$ cat src/rtl/dmem_responder_pkg.sv
// dbus_pkg: shared constants for the data-bus responder.
//   MMIO_PAGE            upper address half that selects the MMIO window
//   *_OFS                word offsets of the MMIO registers within the window
//   STAT_*               bit positions inside the TXSTAT read word
//   region_e             RAM / MMIO decode result
//   decode_region()      classifies a byte address into a region_e
package dbus_pkg;

  localparam logic [15:0] MMIO_PAGE  = 16'hFFFF;

  localparam logic [15:0] LED_OFS    = 16'h0000;
  localparam logic [15:0] TXDATA_OFS = 16'h0004;
  localparam logic [15:0] TXSTAT_OFS = 16'h0008;
  localparam logic [15:0] CYCLE_OFS  = 16'h000C;

  localparam int STAT_FULL_BIT  = 0;
  localparam int STAT_EMPTY_BIT = 1;
  localparam int STAT_OVF_BIT   = 2;
  localparam int STAT_COUNT_LSB = 8;

  typedef enum logic {
    REG_RAM  = 1'b0,
    REG_MMIO = 1'b1
  } region_e;

  function automatic region_e decode_region(input logic [31:0] adr);
    return (adr[31:16] == MMIO_PAGE) ? REG_MMIO : REG_RAM;
  endfunction

endpackage

$ cat src/rtl/dmem_responder_if.sv
// dmem_responder_if: data-port bus between the core and the responder, plus
// the byte-stream handshake toward the TX sink.
//   MemWrite/DataAdr/WriteData  core -> responder store strobe, address, data
//   ReadData                    responder -> core load data (combinational)
//   tx_valid/tx_data            responder -> sink queue head
//   tx_ready                    sink -> responder accept
// Modports: master = core/sink side, slave = responder side.
interface dmem_responder_if;
  logic        MemWrite;
  logic [31:0] DataAdr;
  logic [31:0] WriteData;
  logic [31:0] ReadData;
  logic        tx_valid;
  logic [7:0]  tx_data;
  logic        tx_ready;

  modport master (
    output MemWrite, DataAdr, WriteData, tx_ready,
    input  ReadData, tx_valid, tx_data
  );

  modport slave (
    input  MemWrite, DataAdr, WriteData, tx_ready,
    output ReadData, tx_valid, tx_data
  );
endinterface

$ cat src/rtl/dmem_responder_tx_fifo.sv
// tx_fifo: synchronous FIFO with asynchronous active-high reset.
//   clk, reset   clock and async reset (reset empties the queue)
//   push, din    write request and data; accepted when not full or when a
//                pop happens in the same cycle
//   pop          read request; ignored when empty
//   dout         head entry, forced to 0 while empty
//   full, empty  status flags
//   count        number of stored entries (log2(DEPTH)+1 bits)
module tx_fifo #(
  parameter int WIDTH = 8,
  parameter int DEPTH = 4
) (
  input  logic                     clk,
  input  logic                     reset,
  input  logic                     push,
  input  logic [WIDTH-1:0]         din,
  input  logic                     pop,
  output logic [WIDTH-1:0]         dout,
  output logic                     full,
  output logic                     empty,
  output logic [$clog2(DEPTH):0]   count
);

  localparam int PW = $clog2(DEPTH);

  logic [WIDTH-1:0] mem [DEPTH];
  logic [PW-1:0]    wr_ptr;
  logic [PW-1:0]    rd_ptr;
  logic [PW:0]      cnt_q;
  logic             do_push;
  logic             do_pop;

  assign empty = (cnt_q == '0);
  assign full  = (cnt_q == (PW+1)'(DEPTH));
  assign count = cnt_q;
  assign dout  = empty ? '0 : mem[rd_ptr];

  // A full queue still accepts a push when the head leaves in the same cycle.
  assign do_pop  = pop && !empty;
  assign do_push = push && (!full || do_pop);

  // Pointers and occupancy; pointers wrap naturally since DEPTH is a power of 2.
  always_ff @(posedge clk or posedge reset) begin
    if (reset) begin
      wr_ptr <= '0;
      rd_ptr <= '0;
      cnt_q  <= '0;
    end else begin
      if (do_push) wr_ptr <= wr_ptr + PW'(1);
      if (do_pop)  rd_ptr <= rd_ptr + PW'(1);
      if (do_push && !do_pop)      cnt_q <= cnt_q + (PW+1)'(1);
      else if (do_pop && !do_push) cnt_q <= cnt_q - (PW+1)'(1);
    end
  end

  // Storage is not reset; dout is masked while empty instead.
  always_ff @(posedge clk) begin
    if (do_push) mem[wr_ptr] <= din;
  end

endmodule

$ cat src/rtl/dmem_responder.sv
// dmem_responder: memory-side responder for the core's data port.
// Serves loads/stores from a word RAM and an MMIO window at 0xFFFF_xxxx:
//   0x0000 LED (RW), 0x0004 TXDATA (W), 0x0008 TXSTAT (R, write clears
//   overflow), 0x000C CYCLE (R).
// Ports:
//   clk    clock
//   reset  asynchronous active-high reset
//   bus    dmem_responder_if.slave (core data bus + TX byte stream)
//   led    LED register contents
// Build option: define DMEM_CYCLE_COUNTER_EN to include the 32-bit cycle
// counter behind CYCLE; otherwise CYCLE reads 0 and no counter exists.
module dmem_responder
  import dbus_pkg::*;
#(
  parameter int RAM_WORDS = 64,
  parameter int TXQ_DEPTH = 4,
  parameter int LED_W     = 8
) (
  input  logic                 clk,
  input  logic                 reset,
  dmem_responder_if.slave      bus,
  output logic [LED_W-1:0]     led
);

  localparam int AW = $clog2(RAM_WORDS);
  localparam int CW = $clog2(TXQ_DEPTH) + 1;

  logic [31:0]   ram [RAM_WORDS];
  logic [AW-1:0] ram_idx;
  region_e       region;
  logic [15:0]   ofs;
  logic          mmio_wr;
  logic          ram_wr;
  logic          txq_push;
  logic          txq_pop;
  logic          txq_full;
  logic          txq_empty;
  logic [CW-1:0] txq_count;
  logic [7:0]    txq_head;
  logic [LED_W-1:0] led_q;
  logic          overflow_q;
  logic [31:0]   cycle_val;
  logic [31:0]   rdata;
  logic          unused_adr_bits;

  // Byte-lane bits never matter: all accesses are whole words.
  assign unused_adr_bits = ^bus.DataAdr[1:0];

  assign region   = decode_region(bus.DataAdr);
  assign ofs      = {bus.DataAdr[15:2], 2'b00};
  assign ram_idx  = bus.DataAdr[AW+1:2];
  assign mmio_wr  = bus.MemWrite && (region == REG_MMIO);
  assign ram_wr   = bus.MemWrite && (region == REG_RAM);
  assign txq_push = mmio_wr && (ofs == TXDATA_OFS);
  assign txq_pop  = bus.tx_valid && bus.tx_ready;

  // RAM write port; reads are combinational so a same-cycle read sees old data.
  always_ff @(posedge clk) begin
    if (ram_wr) ram[ram_idx] <= bus.WriteData;
  end

  tx_fifo #(
    .WIDTH (8),
    .DEPTH (TXQ_DEPTH)
  ) u_txq (
    .clk   (clk),
    .reset (reset),
    .push  (txq_push),
    .din   (bus.WriteData[7:0]),
    .pop   (txq_pop),
    .dout  (txq_head),
    .full  (txq_full),
    .empty (txq_empty),
    .count (txq_count)
  );

  assign bus.tx_valid = !txq_empty;
  assign bus.tx_data  = txq_head;

  // LED register and sticky overflow flag. A dropped push is one that finds
  // the queue full with no pop freeing a slot in the same cycle.
  always_ff @(posedge clk or posedge reset) begin
    if (reset) begin
      led_q      <= '0;
      overflow_q <= 1'b0;
    end else begin
      if (mmio_wr && ofs == LED_OFS) led_q <= bus.WriteData[LED_W-1:0];
      if (mmio_wr && ofs == TXSTAT_OFS)             overflow_q <= 1'b0;
      else if (txq_push && txq_full && !txq_pop)    overflow_q <= 1'b1;
    end
  end

  assign led = led_q;

`ifdef DMEM_CYCLE_COUNTER_EN
  logic [31:0] cycle_q;

  // Free-running; CYCLE reads the value before this edge's increment.
  always_ff @(posedge clk or posedge reset) begin
    if (reset) cycle_q <= '0;
    else       cycle_q <= cycle_q + 32'd1;
  end

  assign cycle_val = cycle_q;
`else
  assign cycle_val = '0;
`endif

  // Load data mux.
  always_comb begin
    rdata = '0;
    if (region == REG_RAM) begin
      rdata = ram[ram_idx];
    end else begin
      case (ofs)
        LED_OFS:    rdata[LED_W-1:0] = led_q;
        TXSTAT_OFS: begin
          rdata[STAT_FULL_BIT]               = txq_full;
          rdata[STAT_EMPTY_BIT]              = txq_empty;
          rdata[STAT_OVF_BIT]                = overflow_q;
          rdata[STAT_COUNT_LSB +: CW]        = txq_count;
        end
        CYCLE_OFS:  rdata = cycle_val;
        default:    rdata = '0;
      endcase
    end
  end

  assign bus.ReadData = rdata;

endmodule

$ cat src/flat_wrapper.sv
// flat-port wrapper written by rule: the top's interface ports become plain ports
module dmem_responder_flat import dbus_pkg::*;
#(
  parameter int RAM_WORDS = 64,
  parameter int TXQ_DEPTH = 4,
  parameter int LED_W     = 8
)
  (clk, reset, led, bus_MemWrite, bus_DataAdr, bus_WriteData, bus_tx_ready, bus_ReadData, bus_tx_valid, bus_tx_data);
  dmem_responder_if bus_i ();
  input  logic clk;
  input  logic reset;
  output logic [LED_W-1:0] led;
  input wire logic [$bits(bus_i.MemWrite)-1:0] bus_MemWrite;
  input wire logic [$bits(bus_i.DataAdr)-1:0] bus_DataAdr;
  input wire logic [$bits(bus_i.WriteData)-1:0] bus_WriteData;
  input wire logic [$bits(bus_i.tx_ready)-1:0] bus_tx_ready;
  output wire logic [$bits(bus_i.ReadData)-1:0] bus_ReadData;
  output wire logic [$bits(bus_i.tx_valid)-1:0] bus_tx_valid;
  output wire logic [$bits(bus_i.tx_data)-1:0] bus_tx_data;
  assign bus_i.MemWrite = bus_MemWrite;
  assign bus_i.DataAdr = bus_DataAdr;
  assign bus_i.WriteData = bus_WriteData;
  assign bus_i.tx_ready = bus_tx_ready;
  assign bus_ReadData = bus_i.ReadData;
  assign bus_tx_valid = bus_i.tx_valid;
  assign bus_tx_data = bus_i.tx_data;
  dmem_responder #(.RAM_WORDS(RAM_WORDS), .TXQ_DEPTH(TXQ_DEPTH), .LED_W(LED_W)) u_core (.clk(clk), .reset(reset), .bus(bus_i), .led(led));
endmodule
$ cat config.mk
export PLATFORM = sky130hd
export DESIGN_NAME = dmem_responder_flat
export DESIGN_NICKNAME = d
export VERILOG_FILES = /design/src/rtl/dmem_responder_pkg.sv /design/src/rtl/dmem_responder_if.sv /design/src/rtl/dmem_responder_tx_fifo.sv /design/src/rtl/dmem_responder.sv /design/src/flat_wrapper.sv
export SDC_FILE = /design/constraint.sdc
export NUM_CORES = 2
export LEC_CHECK = 0
export BUFFER_PORTS_ARGS = -buffer_cell sky130_fd_sc_hd__buf_2
export CAP_MARGIN = 20
export CELL_PAD_IN_SITES_DETAIL_PLACEMENT = 1
export CELL_PAD_IN_SITES_GLOBAL_PLACEMENT = 2
export CORE_ASPECT_RATIO = 1.1
export CORE_MARGIN = 2
export CORE_UTILIZATION = 45
export DETAILED_ROUTE_END_ITERATION = 10
export PLACE_DENSITY_LB_ADDON = 0.1
export SLEW_MARGIN = 20
export SYNTH_ARGS = -nofsm -noshare
export SYNTH_HDL_FRONTEND = slang
export SYNTH_SLANG_ARGS = --single-unit
$ cat constraint.sdc
create_clock -name clk -period 2.5 [get_ports clk]
set_input_delay 0.25 -clock clk [delete_from_list [all_inputs] [get_ports clk]]
set_output_delay 0.25 -clock clk [all_outputs]
set_load 0.02 [all_outputs]
==> reports/metrics.yaml <==
clocking:
  insertion_delay_ps: 880
  clock-sinks: 2096
  cts_root_buf: "clkbuf_16"
  cts.htree.levels: 4
  cts.clk_slew.worst_paths_ps: 60
  numCtsBuffers: 212
  cts_tree: "built"
  cts_buffer_depth: 3
timing:
  tightest_slew_ps: 968.5
  timing.hold.ws_ps: 36.78
  finalSetupTns_ps: -18050
  rsz0062_at_grt: "true"
  fin_skew_ps: 34.44
  slew_headroom_pct: 35.43
  finalCritPeriodShare_pct: 136.5
  setup_violations: 33
  finalHoldViolations: 0
  fmax_mhz: 293.0
  drv_slew: 0
  fin_crit_ps: 3413
  setup_ws_ps: -912.9
floorplan:
  io_pins: 117
  core-area_um2: 179100
  die_w_um: 408.6
  num_rows: 163
  dieArea_um2: 183500
  initial_core_util_pct: 45.25
  die_height_um: 449.1
place:
  place.gp.congestion: 0.9073
  io_buffers: 114
  dp_hpwl_um: 210200
synth:
  yosysTopAreaCellShare_pct: 77.08
  yosys_warnings: 0
  yosysSeqAreaShare_pct: 77.57
  synth-edff-count: 2080
  synth_cell_type_count: 71
  async_reset_ff_share_pct: 0.7634
  synth_top_area_cell: "edfxtp_1"
  synth.avg_cell_area_um2: 18.56
  synth_area_leaders: "edfxtp_1, mux2i_1, mux4_2"
  ys_seq_elements: 2096
  ys.flop_type: "edfxtp_1"
  syn_nets: 4439
  synthCells: 4365
  synth_area_um2: 81030
route:
  drc: 0
  ant_nets: 0
  viasPerCell: 6.478
  firstDrtPassIters: 6
  via_count: 51030
  initialDrtViolationCount: 6813
  post_drt_wl_per_cell_um: 40.97
  wl_um: 322800
worst_setup_path:
  regToRegSetupSlack_ps: 420
  crit_path_start_kind: "register"
  reg2reg_depth: 9
  required_ps: 2250
  cp_max_fo: 1
  endpoint_kind: "output pin"
  crit_arrival_ps: 3160
  r2r_start: "u_core.u_txq.count[0]$_DFFE_PP0P_"
  path_class: "register to output pin"
  worstReg2RegEnd: "u_core.u_txq.count[2]$_DFFE_PP0P_"
outcome:
  status: "finished with violations"
  violations: "negative setup slack"
worst_hold_path:
  hold_path_class: "primary input to register"
  worstHoldStart: "bus_WriteData[24]"
  worstHoldPathCells: 2
  min_to: "u_core.ram[32][24]$_DFFE_PP_"
cells_and_area:
  syn_to_final_growth_pct: 26.38
  n_fill_cell: 15780
  drive_above_1_share_pct: 34.44
  nNetsFinal: 5382
grt:
  grt_max_degree: 70
  grt_pass1_vias: 51170
  antenna_found_initial: 12
  track_usage_pct: 34.83
  overflow: 0
  grt_pass1_wl_um: 436200
power:
  p_leak_nw: 34.30
  peakVddDrop_v: 0.0007450
  powerDensity_nw_per_um2: 746.9
job:
  cap_violations: 0
synthesized netlist by cell type (13+ instances only):
cell	count
a21oi_1	156
buf_1	18
a22o_1	40
edfxtp_1	2080
buf_4	59
and2_1	15
mux2_1	27
a41oi_1	19
mux4_2	119
buf_2	113
nor3_1	13
mux2i_1	301
o21ai_0	88
buf_6	24
mux2_2	149
a211oi_1	19
nand2_1	118
o22ai_1	108
o22a_1	14
nand3_1	17
a221o_1	19
a22oi_1	163
nor2_1	180
a221oi_1	216
a31oi_1	26
o2bb2ai_1	14
clkbuf_1	76
dfrtp_1	16
through the flow:
| step | instance area (um^2) | total power (W) | setup WS, ps | std cells | util [%] |
|---|---|---|---|---|---|
| global placement | 93360 | 0.04508 | -1257 | 7466 | 52.14 |
| global route | 102400 | 0.07812 | -942.4 | 7878 | 57.19 |
| finish | 102400 | 0.07649 | -912.9 | 7878 | 57.19 |
| CTS | 102000 | 0.07658 | -885.9 | 7874 | 56.97 |
| floorplan | 81520 | 0.04178 | -242.3 | 4365 | - |
| detailed placement | 93360 | 0.04516 | -1260 | 7466 | 52.14 |
cells by family (layout without fill, tap and decap cells):
family,Yosys count,after routing,synth area share (%)
mux,596,596,9.471
simple gates,399,399,2.148
buf+inv,300,1420,2.061
fa+ha+maj,6,6,0.1019
compound gates,962,962,8.580
xor+xnor,6,6,0.06485
flops,2096,2096,77.57
other cells,0,1,0
worst max-delay path, stage by stage, from the launching register on:
cell,delay (ps)
edfxtp_1,390
mux2_2,280
a221o_1,310
a22oi_2,230
o22ai_4,110
a221oi_4,430
buf_4,210
a41oi_4,160
buf_6,190
final cells by class:
type / count / area (um^2) / area share (%)
sequential: 2096 / 62860 / 61.38
tap: 2392 / 2993 / 2.922
clock inverter: 127 / 1177 / 1.150
clock buffer: 264 / 5594 / 5.462
multi-input combinational: 1969 / 18830 / 18.38
inverter: 9 / 41.29 / 0.04032
timing repair buffer: 1020 / 10910 / 10.66
antenna: 1 / 2.502 / 0.002443
layout by cell type, fill, tap and decap left out, types with 47 or more instances in the layout:
cell	n
a221oi_1	158
mux2i_1	295
nor2_4	70
a221oi_2	47
o22ai_1	96
buf_12	249
a21oi_1	137
clkbuf_16	215
a22oi_1	149
mux4_2	119
o21ai_0	74
buf_2	71
buf_6	53
nand2_1	104
edfxtp_1	2080
mux2_2	144
buf_4	613
nor2_1	99
flip-flops by register name, indices dropped and copies added (netlist names):
register and flops:
u_core.u_txq.count 3, u_core.led 8, u_core.u_txq.wr_ptr 2, u_core.ram 2048, u_core.overflow_q 1, u_core.u_txq.mem 32
u_core.u_txq.rd_ptr 2
layer usage:
| metal | routed length, um | global-route usage (%) | up-vias |
|---|---|---|---|
| met5 | 41 | 0 | - |
| met4 | 17850 | 15.96 | 6 |
| met3 | 26690 | 5.682 | 684 |
| met2 | 152600 | 56.00 | 2875 |
| met1 | 125500 | 46.69 | 27470 |
| li1 | - | - | 19990 |
timing repair:
action | CTS | global route
setup endpoints to repair | 40 | 49
hold buffers | 30 | 0
endpoints found under the hold margin | 772 | 0
gates resized for setup | 338 | 72
buffers inserted | 3 | 6
pin swaps | 126 | 44
power breakdown:
part           switching (W)  internal, W
combinational        0.00377      0.00231
clock                 0.0139       0.0176
sequential         0.0000601       0.0389
total                 0.0177       0.0588
worst max-delay path by stage:
stage	start	endpoint	slack (ps)	depth (start not counted)
after floorplan	bus_DataAdr[5]	u_core.ram[48][0]$_DFFE_PP_	-240	5
after global placement	bus_DataAdr[3]	bus_ReadData[4]	-1260	10
after detailed placement	bus_DataAdr[4]	bus_ReadData[4]	-1260	12
after CTS	u_core.ram[28][4]$_DFFE_PP_	bus_ReadData[4]	-890	8
after global routing	u_core.ram[49][30]$_DFFE_PP_	bus_ReadData[30]	-940	8
final	u_core.ram[28][4]$_DFFE_PP_	bus_ReadData[4]	-910	8
No activity file was read; power rests on OpenSTA's default activity.
